==> config.mk <==
export PLATFORM = sky130hd
export DESIGN_NAME = router_fsm_flat
export DESIGN_NICKNAME = d
export VERILOG_FILES = /design/src/rtl/router_fsm_if.sv /design/src/rtl/router_fsm.sv /design/src/flat_wrapper.sv
export SDC_FILE = /design/constraint.sdc
export NUM_CORES = 1
export LEC_CHECK = 0
export CAP_MARGIN = 10
export CORE_MARGIN = 2
export CORE_UTILIZATION = 35
export DETAILED_ROUTE_END_ITERATION = 8
export PLACE_DENSITY = 0.74
export SYNTH_ARGS = -nofsm -noshare
export SYNTH_HDL_FRONTEND = slang
export SYNTH_SLANG_ARGS = --single-unit
==> constraint.sdc <==
create_clock -name clk -period 2.9 [get_ports clk]
set_input_delay 0.58 -clock clk [delete_from_list [all_inputs] [get_ports clk]]
set_output_delay 0.58 -clock clk [all_outputs]
set_load 0.01 [all_outputs]
==> src/rtl/router_fsm_if.sv <==
// Handshake bundle between the router input path and its packet-sequencing FSM.
// The slave modport is the FSM itself; master is the driving side (register/synchronizer or bench).
interface router_fsm_if;
   logic       pkt_valid;
   logic [1:0] data_in;
   logic       fifo_full;
   logic       fifo_empty_0;
   logic       fifo_empty_1;
   logic       fifo_empty_2;
   logic       soft_reset_0;
   logic       soft_reset_1;
   logic       soft_reset_2;
   logic       parity_done;
   logic       low_pkt_valid;
   logic       write_enb_reg;
   logic       detect_add;
   logic       lfd_state;
   logic       ld_state;
   logic       laf_state;
   logic       full_state;
   logic       rst_int_reg;
   logic       busy;

   modport slave (
      input  pkt_valid, data_in, fifo_full,
      input  fifo_empty_0, fifo_empty_1, fifo_empty_2,
      input  soft_reset_0, soft_reset_1, soft_reset_2,
      input  parity_done, low_pkt_valid,
      output write_enb_reg, detect_add, lfd_state, ld_state,
      output laf_state, full_state, rst_int_reg, busy
   );

   modport master (
      output pkt_valid, data_in, fifo_full,
      output fifo_empty_0, fifo_empty_1, fifo_empty_2,
      output soft_reset_0, soft_reset_1, soft_reset_2,
      output parity_done, low_pkt_valid,
      input  write_enb_reg, detect_add, lfd_state, ld_state,
      input  laf_state, full_state, rst_int_reg, busy
   );
endinterface

==> src/rtl/router_fsm.sv <==
// Packet-sequencing controller for the router1x3 input path: header decode,
// payload/parity phases, full-FIFO stall and per-destination soft-reset abort.
module router_fsm (
   input  logic         clk,
   input  logic         resetn,
   router_fsm_if.slave  bus
);

   typedef enum logic [2:0] {
      DECODE_ADDRESS     = 3'd0,
      WAIT_TILL_EMPTY    = 3'd1,
      LOAD_FIRST_DATA    = 3'd2,
      LOAD_DATA          = 3'd3,
      FIFO_FULL_STATE    = 3'd4,
      LOAD_AFTER_FULL    = 3'd5,
      LOAD_PARITY        = 3'd6,
      CHECK_PARITY_ERROR = 3'd7
   } state_t;

   state_t     state_q, state_d;
   logic [1:0] addr_q, addr_d;
   logic [1:0] addr_sel_s;
   logic       empty_sel_s;
   logic       soft_sel_s;

   logic detect_add_q, detect_add_d;
   logic lfd_state_q, lfd_state_d;
   logic ld_state_q, ld_state_d;
   logic laf_state_q, laf_state_d;
   logic full_state_q, full_state_d;
   logic rst_int_reg_q, rst_int_reg_d;
   logic write_enb_reg_q, write_enb_reg_d;
   logic busy_q, busy_d;

   // While decoding, the live header bits pick the destination; afterwards the latched address does.
   always_comb begin
      empty_sel_s = 1'b0;
      soft_sel_s  = 1'b0;
      if (state_q == DECODE_ADDRESS) begin
         addr_sel_s = bus.data_in;
      end else begin
         addr_sel_s = addr_q;
      end
      case (addr_sel_s)
         2'd0: begin empty_sel_s = bus.fifo_empty_0; soft_sel_s = bus.soft_reset_0; end
         2'd1: begin empty_sel_s = bus.fifo_empty_1; soft_sel_s = bus.soft_reset_1; end
         2'd2: begin empty_sel_s = bus.fifo_empty_2; soft_sel_s = bus.soft_reset_2; end
         default: begin empty_sel_s = 1'b0; soft_sel_s = 1'b0; end
      endcase
   end

   // Next-state and address capture; a selected soft reset aborts any packet in flight.
   always_comb begin
      state_d = state_q;
      addr_d  = addr_q;
      if ((state_q != DECODE_ADDRESS) && soft_sel_s) begin
         state_d = DECODE_ADDRESS;
      end else begin
         case (state_q)
            DECODE_ADDRESS: begin
               if (bus.pkt_valid && (bus.data_in != 2'd3)) begin
                  addr_d = bus.data_in;
                  if (empty_sel_s) begin
                     state_d = LOAD_FIRST_DATA;
                  end else begin
                     state_d = WAIT_TILL_EMPTY;
                  end
               end else begin
                  state_d = DECODE_ADDRESS;
               end
            end
            WAIT_TILL_EMPTY: begin
               if (empty_sel_s) state_d = LOAD_FIRST_DATA;
               else             state_d = WAIT_TILL_EMPTY;
            end
            LOAD_FIRST_DATA: state_d = LOAD_DATA;
            LOAD_DATA: begin
               if (bus.fifo_full)       state_d = FIFO_FULL_STATE;
               else if (!bus.pkt_valid) state_d = LOAD_PARITY;
               else                     state_d = LOAD_DATA;
            end
            FIFO_FULL_STATE: begin
               if (!bus.fifo_full) state_d = LOAD_AFTER_FULL;
               else                state_d = FIFO_FULL_STATE;
            end
            LOAD_AFTER_FULL: begin
               if (bus.parity_done)        state_d = DECODE_ADDRESS;
               else if (bus.low_pkt_valid) state_d = LOAD_PARITY;
               else                        state_d = LOAD_DATA;
            end
            LOAD_PARITY: state_d = CHECK_PARITY_ERROR;
            CHECK_PARITY_ERROR: begin
               if (bus.fifo_full) state_d = FIFO_FULL_STATE;
               else               state_d = DECODE_ADDRESS;
            end
            default: state_d = DECODE_ADDRESS;
         endcase
      end
   end

   // Outputs are decoded from the next state and registered, so they track the state flop exactly.
   always_comb begin
      detect_add_d    = (state_d == DECODE_ADDRESS);
      lfd_state_d     = (state_d == LOAD_FIRST_DATA);
      ld_state_d      = (state_d == LOAD_DATA);
      laf_state_d     = (state_d == LOAD_AFTER_FULL);
      full_state_d    = (state_d == FIFO_FULL_STATE);
      rst_int_reg_d   = (state_d == CHECK_PARITY_ERROR);
      write_enb_reg_d = (state_d == LOAD_DATA) || (state_d == LOAD_PARITY) ||
                        (state_d == LOAD_AFTER_FULL);
      busy_d          = !((state_d == DECODE_ADDRESS) || (state_d == LOAD_DATA));
   end

   // State, address and output registers.
   always_ff @(posedge clk or negedge resetn) begin
      if (!resetn) begin
         state_q         <= DECODE_ADDRESS;
         addr_q          <= 2'd0;
         detect_add_q    <= 1'b1;
         lfd_state_q     <= 1'b0;
         ld_state_q      <= 1'b0;
         laf_state_q     <= 1'b0;
         full_state_q    <= 1'b0;
         rst_int_reg_q   <= 1'b0;
         write_enb_reg_q <= 1'b0;
         busy_q          <= 1'b0;
      end else begin
         state_q         <= state_d;
         addr_q          <= addr_d;
         detect_add_q    <= detect_add_d;
         lfd_state_q     <= lfd_state_d;
         ld_state_q      <= ld_state_d;
         laf_state_q     <= laf_state_d;
         full_state_q    <= full_state_d;
         rst_int_reg_q   <= rst_int_reg_d;
         write_enb_reg_q <= write_enb_reg_d;
         busy_q          <= busy_d;
      end
   end

   assign bus.detect_add    = detect_add_q;
   assign bus.lfd_state     = lfd_state_q;
   assign bus.ld_state      = ld_state_q;
   assign bus.laf_state     = laf_state_q;
   assign bus.full_state    = full_state_q;
   assign bus.rst_int_reg   = rst_int_reg_q;
   assign bus.write_enb_reg = write_enb_reg_q;
   assign bus.busy          = busy_q;

endmodule

==> src/flat_wrapper.sv <==
// flat-port wrapper written by rule: the top's interface ports become plain ports
module router_fsm_flat 
  (clk, resetn, bus_pkt_valid, bus_data_in, bus_fifo_full, bus_fifo_empty_0, bus_fifo_empty_1, bus_fifo_empty_2, bus_soft_reset_0, bus_soft_reset_1, bus_soft_reset_2, bus_parity_done, bus_low_pkt_valid, bus_write_enb_reg, bus_detect_add, bus_lfd_state, bus_ld_state, bus_laf_state, bus_full_state, bus_rst_int_reg, bus_busy);
  router_fsm_if bus_i ();
  input  logic clk;
  input  logic resetn;
  input wire logic [$bits(bus_i.pkt_valid)-1:0] bus_pkt_valid;
  input wire logic [$bits(bus_i.data_in)-1:0] bus_data_in;
  input wire logic [$bits(bus_i.fifo_full)-1:0] bus_fifo_full;
  input wire logic [$bits(bus_i.fifo_empty_0)-1:0] bus_fifo_empty_0;
  input wire logic [$bits(bus_i.fifo_empty_1)-1:0] bus_fifo_empty_1;
  input wire logic [$bits(bus_i.fifo_empty_2)-1:0] bus_fifo_empty_2;
  input wire logic [$bits(bus_i.soft_reset_0)-1:0] bus_soft_reset_0;
  input wire logic [$bits(bus_i.soft_reset_1)-1:0] bus_soft_reset_1;
  input wire logic [$bits(bus_i.soft_reset_2)-1:0] bus_soft_reset_2;
  input wire logic [$bits(bus_i.parity_done)-1:0] bus_parity_done;
  input wire logic [$bits(bus_i.low_pkt_valid)-1:0] bus_low_pkt_valid;
  output wire logic [$bits(bus_i.write_enb_reg)-1:0] bus_write_enb_reg;
  output wire logic [$bits(bus_i.detect_add)-1:0] bus_detect_add;
  output wire logic [$bits(bus_i.lfd_state)-1:0] bus_lfd_state;
  output wire logic [$bits(bus_i.ld_state)-1:0] bus_ld_state;
  output wire logic [$bits(bus_i.laf_state)-1:0] bus_laf_state;
  output wire logic [$bits(bus_i.full_state)-1:0] bus_full_state;
  output wire logic [$bits(bus_i.rst_int_reg)-1:0] bus_rst_int_reg;
  output wire logic [$bits(bus_i.busy)-1:0] bus_busy;
  assign bus_i.pkt_valid = bus_pkt_valid;
  assign bus_i.data_in = bus_data_in;
  assign bus_i.fifo_full = bus_fifo_full;
  assign bus_i.fifo_empty_0 = bus_fifo_empty_0;
  assign bus_i.fifo_empty_1 = bus_fifo_empty_1;
  assign bus_i.fifo_empty_2 = bus_fifo_empty_2;
  assign bus_i.soft_reset_0 = bus_soft_reset_0;
  assign bus_i.soft_reset_1 = bus_soft_reset_1;
  assign bus_i.soft_reset_2 = bus_soft_reset_2;
  assign bus_i.parity_done = bus_parity_done;
  assign bus_i.low_pkt_valid = bus_low_pkt_valid;
  assign bus_write_enb_reg = bus_i.write_enb_reg;
  assign bus_detect_add = bus_i.detect_add;
  assign bus_lfd_state = bus_i.lfd_state;
  assign bus_ld_state = bus_i.ld_state;
  assign bus_laf_state = bus_i.laf_state;
  assign bus_full_state = bus_i.full_state;
  assign bus_rst_int_reg = bus_i.rst_int_reg;
  assign bus_busy = bus_i.busy;
  router_fsm u_core (.clk(clk), .resetn(resetn), .bus(bus_i));
endmodule
After elaboration in Yosys (flattened, before gate mapping)
Cells that the tools add are included.
{"block": "word_totals", "reg_bits": 13, "inputBits": 14, "out_inout_bits": 8}
{"block": "classes", "n_eq_ne": 16, "muxes": 13, "bitwise_logic": 1, "n_reduce_logical": 11}
{"op": "$eq A3 B3 Y1 const B", "count": 8}
{"op": "$pmux W3 S8", "count": 1}
{"op": "$mux W3", "count": 7}
{"op": "$eq A3 B2 Y1 const B", "count": 4}
{"op": "$logic_not A3 Y1", "count": 2}
{"op": "$pmux W1 S3", "count": 2}
{"op": "$mux W2", "count": 2}
{"op": "$eq A3 B1 Y1 const B", "count": 1}
{"op": "$logic_or A1 B1 Y1", "count": 3}
{"op": "$reduce_and A3 Y1", "count": 1}
{"op": "$reduce_bool A3 Y1", "count": 1}
{"op": "$eq A2 B1 Y1 const B", "count": 1}
{"op": "$eq A2 B2 Y1 const B", "count": 1}
{"op": "$logic_and A1 B1 Y1", "count": 2}
{"op": "$logic_not A2 Y1", "count": 1}
{"op": "$ne A2 B2 Y1 const B", "count": 1}
{"op": "$logic_not A1 Y1", "count": 1}
{"op": "$mux W1", "count": 1}
{"op": "$not A1 Y1", "count": 1}

Longest topological paths before layout
{"block": "depth", "depth_word": 11, "mapped_depth": 6, "ltp_nobuf": 4}

Least setup slack after synthesis
OpenSTA, ideal clock, no wires.
{"block": "synth_path", "path_type": "input to register", "startpoint": "in bus_parity_done", "endpoint": "reg u_core.laf_state_q, in the netlist u_core.bus.laf_state", "setup_ps": 111, "t_arrival_ps": 1523, "required_time_ps": 2789, "setup_slack_ps": 1266, "stages": 5, "path_buffers": 1, "cell_sequence": "and4bb_4 a32oi_2 and2_4 buf_6 a2111oi_2"}
{"block": "synth_between", "elab_chain_cells": 4}
{"element": "start: declaration", "line_no": "flat_wrapper.sv:16", "text": "input wire logic [$bits(bus_i.parity_done)-1:0] bus_parity_done;"}
{"element": "$mux W3", "line_no": "router_fsm.sv:87", "text": "if (bus.parity_done) state_d = DECODE_ADDRESS;"}
{"element": "$pmux W3 S8", "line_no": "router_fsm.sv:59", "text": "case (state_q)"}
{"element": "$mux W3", "line_no": "router_fsm.sv:56", "text": "if ((state_q != DECODE_ADDRESS) && soft_sel_s) begin"}
{"element": "$eq A3 B3 Y1", "line_no": "router_fsm.sv:106", "text": "laf_state_d = (state_d == LOAD_AFTER_FULL);"}
{"element": "net u_core.laf_state_d", "line_no": "router_fsm.sv:29", "text": "logic laf_state_q, laf_state_d;"}
{"element": "end signal: assignment", "line_no": "router_fsm.sv:133", "text": "laf_state_q <= laf_state_d;"}
{"element": "end: declaration", "line_no": "router_fsm.sv:29"}
The timed path passes the listed nets, and every way through them passes these cells.
A chain may end at the register's enable or synchronous reset.

Final worst setup path
{"block": "layout_path", "startpoint": "in bus_fifo_full", "endpoint": "reg u_core.write_enb_reg_q, in the netlist u_core.bus.write_enb_reg"}
{"block": "layout_between", "elab_chain_cells": 6, "word_cells_on_any_way": 10, "classes_between": "eq/ne (3); mux (5); reduce/logical (2)"}
{"element": "start: declaration", "line_no": "flat_wrapper.sv:9", "text": "input wire logic [$bits(bus_i.fifo_full)-1:0] bus_fifo_full;"}
{"element": "$mux W1 (tied with other cells)", "line_no": "router_fsm.sv:83", "text": "if (!bus.fifo_full) state_d = LOAD_AFTER_FULL;"}
{"element": "$pmux W3 S8 (*)", "line_no": "router_fsm.sv:59"}
{"element": "$mux W3 (*)", "line_no": "router_fsm.sv:56"}
{"element": "$eq A3 B2 Y1 or $eq A3 B3 Y1 (tied branches)", "line_no": "router_fsm.sv:109", "text": "write_enb_reg_d = (state_d == LOAD_DATA) || (state_d == LOAD_PARITY) ||"}
{"element": "$logic_or A1 B1 Y1", "line_no": "router_fsm.sv:109"}
{"element": "$logic_or A1 B1 Y1 (*)", "line_no": "router_fsm.sv:109"}
{"element": "net u_core.write_enb_reg_d", "line_no": "router_fsm.sv:32", "text": "logic write_enb_reg_q, write_enb_reg_d;"}
{"element": "end signal: assignment", "line_no": "router_fsm.sv:136", "text": "write_enb_reg_q <= write_enb_reg_d;"}
{"element": "end: declaration", "line_no": "router_fsm.sv:32"}
Mark *: on every way through the listed nets, which the timed path passes. The rest lies on a longest branch.

==> flow_metrics.tcl <==
set metrics [dict create \
    synth.area.top_cells "dfrtp_1 40%, and4bb_4 4.3%, mux2i_1 4.0%, nand3b_1 4.0%, a311oi_4 3.5%" \
    synthFlopType "dfrtp_1" \
    grt_max_degree 14 \
    synthCells 66 \
    worst-r2r-cell-count 4 \
    routed_wirelength_um 1520 \
    total_power_w 0.000892 \
    pin_count 22 \
    row_count 16 \
    area_delta_synth_final_pct 32.1 \
    cts_buffers 3 \
    hold_viol 0 \
    rsz0062_at_grt "no" \
    largest_reg_flops 3 \
    nFillCells 194 \
    async_reset_ff_share_pct 100 \
    hold_buffers 0 \
    drv_slew 0 \
    grt_pass1_wl_um 2590 \
    synth_edf_count 0 \
    path_max_fanout 9 \
    fp.dieH_um 50.5 \
    grt_overflow 0 \
    multi_input_area_um2 398 \
    synth.avg_cell_area_um2 11.5 \
    dr.pass1.iters 4 \
    place.gp.congestion 0.830 \
    min_path_cells 1 \
    regArea_um2 327 \
    ir_worst_vdd_uv 471 \
    antenna_found_initial 0 \
    ant_nets 0 \
    antennaDiodeCount 0 \
    port_buffers 21 \
    post-dp-hpwl_um 1170 \
    core_mm2 0.00200 \
    synth_top_area_share_pct 39.7 \
    drive_gt1_share_pct 15.9 \
    max_stage_delay_ps 530 \
    crit_type "in2reg" \
    fmax_ghz 0.492 \
    synth.largest_area_cell "dfrtp_1" \
    clock_path_buffers 2 \
    clock_latency_ps 270 \
    track_usage_pct 13.4 \
    vias 612 \
    path_cells "clkdlybuf4s50_1 -> o21bai_1 -> a311oi_4 -> a211oi_1 -> a311oi_1" \
    synth_area_um2 756 \
    cts_setup_buffers 0 \
    max_slew_margin_pct 54.8 \
    path_clk_slew_ps 70 \
    cp_slowest_cell "a311oi_4" \
    tritoncts "yes" \
    ys_warn_count 0 \
    reg.largest.list "u_core.state_q (3), u_core.addr_q (2)" \
    power.density_mw_per_mm2 893 \
    dpl_worst_slack_ps 612 \
    yosysSeqAreaShare_pct 43.2 \
    finalNetCount 103 \
    root_buffer "clkbuf_4" \
    hold_class "reg2reg" \
    die_x_um 50.5 \
    vias_per_cell 5.32 \
    cts_sinks 13 \
    worst_slew_pin_slew_ps 675 \
    synth_cell_types 34 \
    fin_crit_sh_pct 70.0 \
    synth_seq_cells 13 \
    drtIter0Drc 8 \
    finClkSkew_ps 6.26 \
    critPathRequiredTime_ps 3060 \
    status "finished clean" \
    synth_fp_nets 80 \
    top_register "u_core.state_q" \
    die-area_mm2 0.00255 \
    wl_per_cell_um 13.2 \
    finalCriticalPeriod_ps 2030 \
    postCtsResizedCells 0 \
    setup_violations 0 \
    synth_common_cells "12 x dfrtp_1, 7 x nor2_1, 4 x nand3b_1" \
    htree_levels 1 \
    start_util_pct 37.8 \
    startpoint_type "input pin" \
    finalSetupTns_ps 0 \
    p_leak_nw 0.399 \
    synth.most_common_cell "dfrtp_1" \
    arrival_ps 2190 \
    finalWorstSetupSlack_ps 869 \
    max_cap_violations 0 \
    grt_pass1_vias 578 \
    cp-end-kind "flop" \
    drc_errors 0 \
]
-- per-layer routing --
layer / up-vias / share of wire [%] / track usage, %
met5: - / 0 / 0
met4: 0 / 0 / 1.35
met2: 19 / 47 / 21.9
met3: 0 / 5.4 / 4.76
li1: 301 / - / -
met1: 292 / 47 / 17.6
-- layout make-up --
class / instances / share of cell area [%]
repair buffers: 21 / 21.1
clock buffers: 4 / 2.63
flip-flops and latches: 13 / 32.7
multi-input cells: 49 / 39.8
well taps: 27 / 3.38
inverters: 1 / 0.376
-- metrics by stage --
stage                     cell area (µm²)  util, %  hold WS [ps]  std cells
after floorplan                       756        -           284         66
after global placement                972     48.6           580        111
after detailed placement              972     48.6           581        111
after CTS                             998     49.9           597        115
after global routing                  998     49.9           640        115
final                                 998     49.9           590        115
-- cells in the final DEF (no fill, tap or decap), types with 3 or more instances in the layout --
master | synthesis | layout
dfrtp_1 | 12 | 12
mux2i_1 | 3 | 3
clkbuf_4 | 0 | 3
a21oi_1 | 3 | 3
clkdlybuf4s50_1 | 0 | 21
nor2_1 | 7 | 7
nand3b_1 | 4 | 4
-- worst paths after layout --
kind / start / endpoint / slack (ps)
max: bus_fifo_full / u_core.bus.write_enb_reg$_DFF_PN0_ / 870
min: u_core.addr_q[0]$_DFFE_PN0P_ / u_core.addr_q[0]$_DFFE_PN0P_ / 590
max reg2reg: u_core.state_q[1]$_DFF_PN0_ / u_core.bus.write_enb_reg$_DFF_PN0_ / 1050
min reg2reg: u_core.addr_q[0]$_DFFE_PN0P_ / u_core.addr_q[0]$_DFFE_PN0P_ / 590
max in group asynchronous: resetn / u_core.bus.detect_add$_DFF_PN1_ / 1870
min in group asynchronous: resetn / u_core.bus.busy$_DFF_PN0_ / 660
-- cells by family after synthesis --
family	Yosys count	share of synthesized area, %
AO/OA/AOI/OAI	23	27.2
buffers and inverters	4	4.14
flip-flops	13	43.2
multiplexers	3	3.97
AND/OR/NAND/NOR	23	21.5
-- worst max-delay path: cells and delay by family --
family,cells,cell delay [ps]
buffers and inverters,1,460
AOI/OAI and AO/OA,4,1150
-- power by group --
part	switching [W]	internal, W	total [W]
registers	0.0000765	0.000254	0.000330
logic	0.000223	0.000232	0.000455
clock network	0.0000533	0.0000532	0.000107
No activity file was read; power rests on OpenSTA's default activity.
